===== src/rtl/parity_ctrl_pkg.sv =====
// Shared encodings for the parity counter run/mode controller.
package parity_ctrl_pkg;

  localparam logic [1:0] ST_IDLE  = 2'd0;
  localparam logic [1:0] ST_RUN   = 2'd1;
  localparam logic [1:0] ST_HOLD  = 2'd2;
  localparam logic [1:0] ST_CLEAR = 2'd3;

  localparam logic [1:0] MD_FULL = 2'd0;
  localparam logic [1:0] MD_ODD  = 2'd1;
  localparam logic [1:0] MD_EVEN = 2'd2;

  localparam logic [2:0] LAST_FULL = 3'd7;
  localparam logic [2:0] LAST_ODD  = 3'd7;
  localparam logic [2:0] LAST_EVEN = 3'd6;

  // Final count value of one sequence; Q equal to it on a tick is a wrap.
  function automatic logic [2:0] last_value(input logic [1:0] mode);
    case (mode)
      MD_ODD:  return LAST_ODD;
      MD_EVEN: return LAST_EVEN;
      default: return LAST_FULL;
    endcase
  endfunction

  function automatic logic [1:0] next_mode(input logic [1:0] mode);
    case (mode)
      MD_FULL: return MD_ODD;
      MD_ODD:  return MD_EVEN;
      default: return MD_FULL;
    endcase
  endfunction

endpackage


===== src/rtl/btn_sync_edge.sv =====
// Two-flop synchroniser with a registered one-cycle rising-edge pulse.
module btn_sync_edge (
  input  logic clk,
  input  logic rst_n,
  input  logic btn,
  output logic rise
);

  logic meta_r;
  logic sync_r;
  logic prev_r;
  logic rise_r;

  // Synchronise, delay by one, and register the edge so it lands three edges after the input.
  always_ff @(posedge clk or negedge rst_n) begin
    if (!rst_n) begin
      meta_r <= 1'b0;
      sync_r <= 1'b0;
      prev_r <= 1'b0;
      rise_r <= 1'b0;
    end else begin
      meta_r <= btn;
      sync_r <= meta_r;
      prev_r <= sync_r;
      rise_r <= sync_r & ~prev_r;
    end
  end

  assign rise = rise_r;

endmodule


===== src/rtl/parity_counter_ctrl.sv =====
// Run/mode controller: conditions buttons, paces the counter with a prescaled
// tick, and optionally auto-advances the mode after a number of wraps.
module parity_counter_ctrl
  import parity_ctrl_pkg::*;
#(
  parameter int TICK_DIV   = 4,
  parameter int WRAP_LIMIT = 2
) (
  input  logic       CLK,
  input  logic       RESET_N,
  input  logic       BTN_MODE,
  input  logic       BTN_PAUSE,
  input  logic       BTN_CLEAR,
  input  logic       AUTO,
  input  logic [2:0] Q,
  output logic       EVEN,
  output logic       ODD,
  output logic       PAUSE,
  output logic       RESET,
  output logic [1:0] MODE,
  output logic [1:0] STATE
);

  localparam int PW = $clog2(TICK_DIV);
  localparam int WW = $clog2(WRAP_LIMIT + 1);
  localparam logic [PW-1:0] PRESC_LAST = PW'(TICK_DIV - 1);
  localparam logic [WW-1:0] WRAP_LAST  = WW'(WRAP_LIMIT - 1);

  logic          mode_ev_s, pause_ev_s, clr_ev_s;
  logic          auto_meta_r, auto_sync_r;
  logic [1:0]    state_r, state_next_s;
  logic [1:0]    ret_r, ret_next_s;
  logic [1:0]    mode_r, mode_next_s;
  logic [PW-1:0] presc_r, presc_next_s;
  logic [WW-1:0] wrap_r, wrap_next_s;
  logic          tick_s, wrap_hit_s, auto_ev_s;
  logic          even_r, odd_r, pause_r, reset_r;

  btn_sync_edge u_sync_mode  (.clk(CLK), .rst_n(RESET_N), .btn(BTN_MODE),  .rise(mode_ev_s));
  btn_sync_edge u_sync_pause (.clk(CLK), .rst_n(RESET_N), .btn(BTN_PAUSE), .rise(pause_ev_s));
  btn_sync_edge u_sync_clear (.clk(CLK), .rst_n(RESET_N), .btn(BTN_CLEAR), .rise(clr_ev_s));

  // AUTO is a level, so it only needs the synchroniser.
  always_ff @(posedge CLK or negedge RESET_N) begin
    if (!RESET_N) begin
      auto_meta_r <= 1'b0;
      auto_sync_r <= 1'b0;
    end else begin
      auto_meta_r <= AUTO;
      auto_sync_r <= auto_meta_r;
    end
  end

  // Next-state logic: wrap counting, prescaler and prioritised FSM transitions.
  always_comb begin
    tick_s       = (state_r == ST_RUN) && (presc_r == PRESC_LAST);
    wrap_hit_s   = tick_s && (Q == last_value(mode_r));
    auto_ev_s    = 1'b0;
    wrap_next_s  = wrap_r;
    presc_next_s = presc_r;
    state_next_s = state_r;
    mode_next_s  = mode_r;
    ret_next_s   = ret_r;

    if (!auto_sync_r) begin
      wrap_next_s = '0;
    end else if (wrap_hit_s) begin
      if (wrap_r == WRAP_LAST) begin
        auto_ev_s = 1'b1;
      end else begin
        wrap_next_s = wrap_r + WW'(1);
      end
    end else begin
      wrap_next_s = wrap_r;
    end

    case (state_r)
      ST_CLEAR: begin
        state_next_s = ret_r;
        presc_next_s = '0;
        wrap_next_s  = '0;
      end
      ST_IDLE, ST_RUN, ST_HOLD: begin
        if (state_r == ST_RUN) begin
          presc_next_s = tick_s ? '0 : presc_r + PW'(1);
        end else begin
          presc_next_s = presc_r;
        end
        // A dropped auto event leaves the wrap count where it stands.
        if (clr_ev_s) begin
          state_next_s = ST_CLEAR;
          ret_next_s   = state_r;
        end else if (mode_ev_s) begin
          mode_next_s  = next_mode(mode_r);
          state_next_s = ST_CLEAR;
          ret_next_s   = state_r;
        end else if (pause_ev_s) begin
          state_next_s = (state_r == ST_RUN) ? ST_HOLD : ST_RUN;
        end else if (auto_ev_s) begin
          mode_next_s  = next_mode(mode_r);
          state_next_s = ST_CLEAR;
          ret_next_s   = state_r;
        end else begin
          state_next_s = state_r;
        end
      end
      default: begin
        state_next_s = ST_IDLE;
      end
    endcase
  end

  // State and registered outputs, all decoded from next-state values.
  always_ff @(posedge CLK or negedge RESET_N) begin
    if (!RESET_N) begin
      state_r <= ST_IDLE;
      ret_r   <= ST_IDLE;
      mode_r  <= MD_FULL;
      presc_r <= '0;
      wrap_r  <= '0;
      even_r  <= 1'b0;
      odd_r   <= 1'b0;
      pause_r <= 1'b1;
      reset_r <= 1'b0;
    end else begin
      state_r <= state_next_s;
      ret_r   <= ret_next_s;
      mode_r  <= mode_next_s;
      presc_r <= presc_next_s;
      wrap_r  <= wrap_next_s;
      even_r  <= (mode_next_s == MD_EVEN);
      odd_r   <= (mode_next_s == MD_ODD);
      pause_r <= !((state_next_s == ST_RUN) && (presc_next_s == PRESC_LAST));
      reset_r <= (state_next_s == ST_CLEAR);
    end
  end

  assign STATE = state_r;
  assign MODE  = mode_r;
  assign EVEN  = even_r;
  assign ODD   = odd_r;
  assign PAUSE = pause_r;
  assign RESET = reset_r;

endmodule


===== config.mk =====
export PLATFORM = sky130hd
export DESIGN_NAME = parity_counter_ctrl
export DESIGN_NICKNAME = d
export VERILOG_FILES = /design/src/rtl/parity_ctrl_pkg.sv /design/src/rtl/btn_sync_edge.sv /design/src/rtl/parity_counter_ctrl.sv
export SDC_FILE = /design/constraint.sdc
export NUM_CORES = 1
export LEC_CHECK = 0
export CAP_MARGIN = 20
export CELL_PAD_IN_SITES_DETAIL_PLACEMENT = 1
export CELL_PAD_IN_SITES_GLOBAL_PLACEMENT = 2
export CORE_MARGIN = 1
export CORE_UTILIZATION = 40
export CTS_BUF_LIST = sky130_fd_sc_hd__clkbuf_4 sky130_fd_sc_hd__clkbuf_8
export CTS_CLUSTER_SIZE = 8
export DETAILED_ROUTE_END_ITERATION = 8
export PLACE_DENSITY = 0.86
export SYNTH_ARGS = -nofsm -noshare
export SYNTH_HDL_FRONTEND = slang
export SYNTH_SLANG_ARGS = --single-unit
export TNS_END_PERCENT = 30

===== constraint.sdc =====
create_clock -name CLK -period 3.8 [get_ports CLK]
set_input_delay 1.14 -clock CLK [delete_from_list [all_inputs] [get_ports CLK]]
set_output_delay 1.14 -clock CLK [all_outputs]
set_load 0.1 [all_outputs]

=== Word-level counts from Yosys, hierarchy flattened ===
Cells that the tools add are included.
Widths: inputs -> output; s select.

* Flip-flop bits (word level): 28
* Input bits: 9
* Word-level logic and storage cells: 84

* Add/subtract/negate cells: 2
* Equal/unequal tests: 16
* Mux-type cells: 27
* Bitwise logic cells: 6
* Reductions and logical operators: 10

{| class="wikitable"
|+ Operators with widths
! kind !! count
|-
| $mux 2 || 20
|-
| $eq 2x2->1 const B || 7
|-
| $pmux 2 s2 || 3
|-
| $eq 2x1->1 const B || 5
|-
| $ne 3x2->1 const B || 2
|-
| $add 2x1->2 const B || 2
|-
| $logic_not 2->1 || 2
|-
| $mux 1 || 4
|-
| $and 1x1->1 || 3
|-
| $eq 3x3->1 || 1
|-
| $logic_and 1x1->1 || 3
|-
| $ne 3x1->1 const B || 1
|-
| $not 1->1 || 3
|-
| $reduce_and 3->1 || 1
|-
| $reduce_bool 3->1 || 1
|-
| $reduce_or 3->1 || 1
|-
| $reduce_and 2->1 || 1
|-
| $logic_not 1->1 || 1
|}

=== Longest topological paths before layout ===
* Depth in word-level cells: 14
* Gate-level depth with buffers: 6
* Gate-level depth less buffers: 6

=== Cells and area by module ===
From an unflattened synthesis, not the netlist that was laid out.

* Cells, all modules: 80
* Area total of the unflattened synthesis: 1109.8 µm²

{| class="wikitable"
|+ Modules (own cells, without submodules)
! module !! times used !! cells an instance !! area each (µm²) !! sequential area each (µm²)
|-
| parity_counter_ctrl || 1 || 65 || 768.2 || 401.6
|-
| btn_sync_edge || 3 || 5 || 113.9 || 100.1
|}

=== Least setup slack after synthesis ===
OpenSTA, ideal clock, no wires.

* Kind: register to register
* Start: register state_r[0], in the netlist STATE[0]
* End: register mode_r[0], in the netlist MODE[0]
* Arrival: 2.050 ns
* Data required time: 3.673 ns
* Path slack: 1.623 ns
* Stages on the path, launching flop included: 6
* Period minus slack after synthesis: 2.177 ns
* Cells stage by stage: dfrtp_1 buf_4 nand4_4 nor3_2 o21a_4 mux2_4

* Cells in the longest elaborated chain, start to end: 10

{| class="wikitable"
|+ Ends and longest elaborated chain
! what !! line !! source
|-
| start, declared || parity_counter_ctrl.sv:31 || <nowiki>logic [1:0] state_r, state_next_s;</nowiki>
|-
| start signal, assigned || parity_counter_ctrl.sv:126 || <nowiki>state_r <= state_next_s;</nowiki>
|-
| $eq 2x1->1 || parity_counter_ctrl.sv:56, parity_counter_ctrl.sv:77 ||
|-
| $logic_and 1x1->1 || parity_counter_ctrl.sv:56 || <nowiki>tick_s = (state_r == ST_RUN) && (presc_r == PRESC_LAST);</nowiki>
|-
| $logic_and 1x1->1 || parity_counter_ctrl.sv:57 || <nowiki>wrap_hit_s = tick_s && (Q == last_value(mode_r));</nowiki>
|-
| $mux 1 || parity_counter_ctrl.sv:67 || <nowiki>end else if (wrap_hit_s) begin</nowiki>
|-
| $mux 1 || parity_counter_ctrl.sv:65 || <nowiki>if (!auto_sync_r) begin</nowiki>
|-
| $mux 2 || parity_counter_ctrl.sv:99 || <nowiki>end else if (auto_ev_s) begin</nowiki>
|-
| $mux 2 || parity_counter_ctrl.sv:97 || <nowiki>end else if (pause_ev_s) begin</nowiki>
|-
| $mux 2 || parity_counter_ctrl.sv:93 || <nowiki>end else if (mode_ev_s) begin</nowiki>
|-
| $mux 2 || parity_counter_ctrl.sv:90 || <nowiki>if (clr_ev_s) begin</nowiki>
|-
| $mux 2 (*) || parity_counter_ctrl.sv:77 || <nowiki>case (state_r)</nowiki>
|-
| via mode_next_s[0] || parity_counter_ctrl.sv:33 || <nowiki>logic [1:0] mode_r, mode_next_s;</nowiki>
|-
| end signal, assigned || parity_counter_ctrl.sv:128 || <nowiki>mode_r <= mode_next_s;</nowiki>
|-
| end, declared || parity_counter_ctrl.sv:33 ||
|}

The timed path passes the listed nets; every way through them passes the cells marked *.
A chain may end at the register's enable or synchronous reset.

=== Worst setup path in the final report ===
* Start: register state_r[0], in the netlist STATE[0]
* End: output STATE[0]

{| class="wikitable"
|+ RTL lines
! what !! line !! source
|-
| end, declared || parity_counter_ctrl.sv:21 || <nowiki>output logic [1:0] STATE</nowiki>
|}

No word-level cell between the ends.

==> run_results.csv <==
group,metric,value,unit
yosys,syn_inst,82,
min_path,min_to,"u_sync_clear.sync_r$_DFF_PN0_",
floorplan,ios,17,
global_route,grt_start_max_net_pins,29,
worst_setup_path,cp-start-kind,"flop",
yosys,syn_avg_cell_area,13.6,um^2
sta,fin_ws,1.33,ns
sta,finalClockSkew,0.0129,ns
yosys,ys.flop_type,"dfrtp_1",
pwr,ir_drop,717,uV
yosys,yosysWarnings,0,
clock_network,clkLatencyLatePin,0.33,ns
floorplan,start_util,0.435,
worst_setup_path,crit_path_cell_trace,"buf_4",
yosys,synthTopCellsByArea,"dfrtp_1 (60%), mux2i_1 (2.7%), dfstp_2 (2.4%)",
finish,final_nets,113,
finish,final_cell_mix,"dfrtp_1 (27), buf_4 (9), clkdlybuf4s50_1 (8)",
clock_network,path_clk_slew,0.15,ns
status,status,"complete, no violations",
floorplan,rows,18,
place,port_buffers,16,
worst_setup_path,worstSetupPathType,"reg2out",
worst_setup_path,critical_path.max_stage_delay,0.62,ns
global_route,grt_pass1_wl,3190,um
global_route,grt_pass1_vias,704,
flow_run,cap_violations,0,
yosys,synth-async-reset-ratio,1.00,
place,gp_congestion,0.790,
sta,rsz0062_at_grt,"false",
floorplan,coreArea,2570,um^2
drt,routedWlPerCell,13.9,um
yosys,yosys_register_bits,28,
worst_setup_path,reg2reg_to,"MODE[0]$_DFF_PN0_",
worst_setup_path,required,2.66,ns
clock_network,cts_resized,0,
floorplan,die_h,54.9,um
drt,viasPerCell,5.11,
yosys,yosys.area.top_type_share,0.605,
pwr,p_per_area,854,nW/um^2
sta,fmaxAchievable,406,MHz
floorplan,die_area,3010,um^2
place,dp_slack,1.09,ns
finish,fin_cells,131,
worst_setup_path,crit_start,"STATE[0]$_DFF_PN0_",
finish,final_area,1340,um^2
place,place_inst,127,
finish,num_antenna_cells,0,
pwr,p_leak,0.562,nW
sta,relSlewSlack,0.728,
drt,first_pass_iters,3,
worst_setup_path,r2r_cells,6,
finish,final_common_cell,"dfrtp_1",
yosys,synth_edf_count,0,
clock_network,cts_hold_buf,0,
finish,fillerInstances,264,
worst_setup_path,crit_buf_inv,1,
clock_network,clk_path_buf_depth,2,
yosys,synth.net_count,93,
global_route,grt_use_total,0.158,
sta,finalSetupViolCount,0,
worst_setup_path,worst_setup_path_end_kind,"primary output",
sta,final_max_slew_viol_count,0,
worst_setup_path,ff2ff_setup_slack,2.00,ns
clock_network,cts_tree,"yes",
sta,hold_viol,0,
min_path,hold_path.class,"reg2reg",
min_path,hold_depth,0,
finish,final_util,0.520,
global_route,antenna_found_initial,0,
sta,worstMarginPinSlew,0.408,ns
yosys,synth_area_leader_cell,"dfrtp_1",
clock_network,root_buffer,"clkbuf_4",
finish,layout-drive-gt1-share,0.248,
clock_network,numClockSinks,28,
drt,antenna_left,0,
global_route,grt_overflow,0,
finish,syn_to_final_growth,19.6,%
drt,dr_total_vias,669,
clock_network,cts_made_buffers,3,
drt,drt_iter0_drc,6,
clock_network,post_cts_buffers,0,
min_path,holdCritStartpoint,"u_sync_clear.meta_r$_DFF_PN0_",
place,dpl_cell_area,1280,um^2
yosys,synth.distinct_cells,35,
yosys,seq_area_frac_synth,0.628,
worst_setup_path,cp_slowest_cell,"dfrtp_1",
sta,fin_crit_sh,0.649,
sta,fin_setup_tns,0,ns
worst_setup_path,crit_fanout,11,
yosys,netlist_area,1120,um^2
sta,fin_hold_ws,0.371,ns
clock_network,cts_max_level,1,
worst_setup_path,critical-path-top-delay-family,"flip-flops",
floorplan,die_w,54.9,um
worst_setup_path,cp.arrival,1.33,ns
sta,finalCriticalPeriod,2.47,ns
drt,wl,1820,um
pwr,p_total,1.14,mW
drt,drcViolationCount,0,
worst_setup_path,reg2reg_from,"presc_r[0]$_DFF_PN0_",
place,dp_hpwl,1300,um
==> registers in the layout (all words and copies together), names as in the netlist, 2 cells and up <==
register,cells
presc_r,2
MODE,2
ret_r,2
wrap_r,2
STATE,2
==> cell usage after synthesis (2+ instances only) <==
cell and n:
nand3b_1 2, o21ai_0 2, mux2i_1 3, nand2_1 3, inv_1 4, nor3_1 2
nor2b_1 4, dfrtp_1 27, ha_1 2, nor2_1 7, nor3_2 2
==> cells by family (layout without fill, tap and decap cells) <==
group,count (synthesis),after routing,share of synthesized area
simple gates,28,28,0.167
buf+inv,6,25,0.0302
xor+xnor,2,2,0.0224
compound gates,11,11,0.0795
fa+ha+maj,2,2,0.0224
flops,28,28,0.628
mux,5,5,0.0504
==> worst max-delay path by stage <==
stage                        endpoint  slack [ns]  cells past startpoint
global route                 STATE[0]        1.28                      1
finish                       STATE[0]        1.33                      1
floorplan           MODE[0]$_DFF_PN0_        1.62                      5
global placement    MODE[0]$_DFF_PN0_        1.12                      5
CTS                          STATE[0]        1.33                      1
detailed placement  MODE[0]$_DFF_PN0_        1.09                      5
==> report_power, final <==
part / internal, mW / switching (mW)
Clock: 0.107 / 0.0867
Combinational: 0.137 / 0.380
Sequential: 0.361 / 0.0692
==> final cells by class <==
class	count	area (um^2)	share of cell area
Multi-Input combinational cell	48	382	0.286
Tap cell	30	37.5	0.0281
Inverter	4	15.0	0.0112
Timing Repair Buffer	17	148	0.110
Sequential cell	28	702	0.525
Clock inverter	1	30.0	0.0225
Clock buffer	3	22.5	0.0169
==> per-layer routing <==
| layer | up-vias | track usage | part of all wire |
|---|---|---|---|
| li1 | 320 | - | - |
| met1 | 329 | 0.201 | 0.48 |
| met2 | 18 | 0.245 | 0.45 |
| met3 | 2 | 0.0583 | 0.054 |
| met4 | 0 | 0.0513 | 0.0083 |
| met5 | - | 0 | 0 |
(Power assumes the default switching activity.)
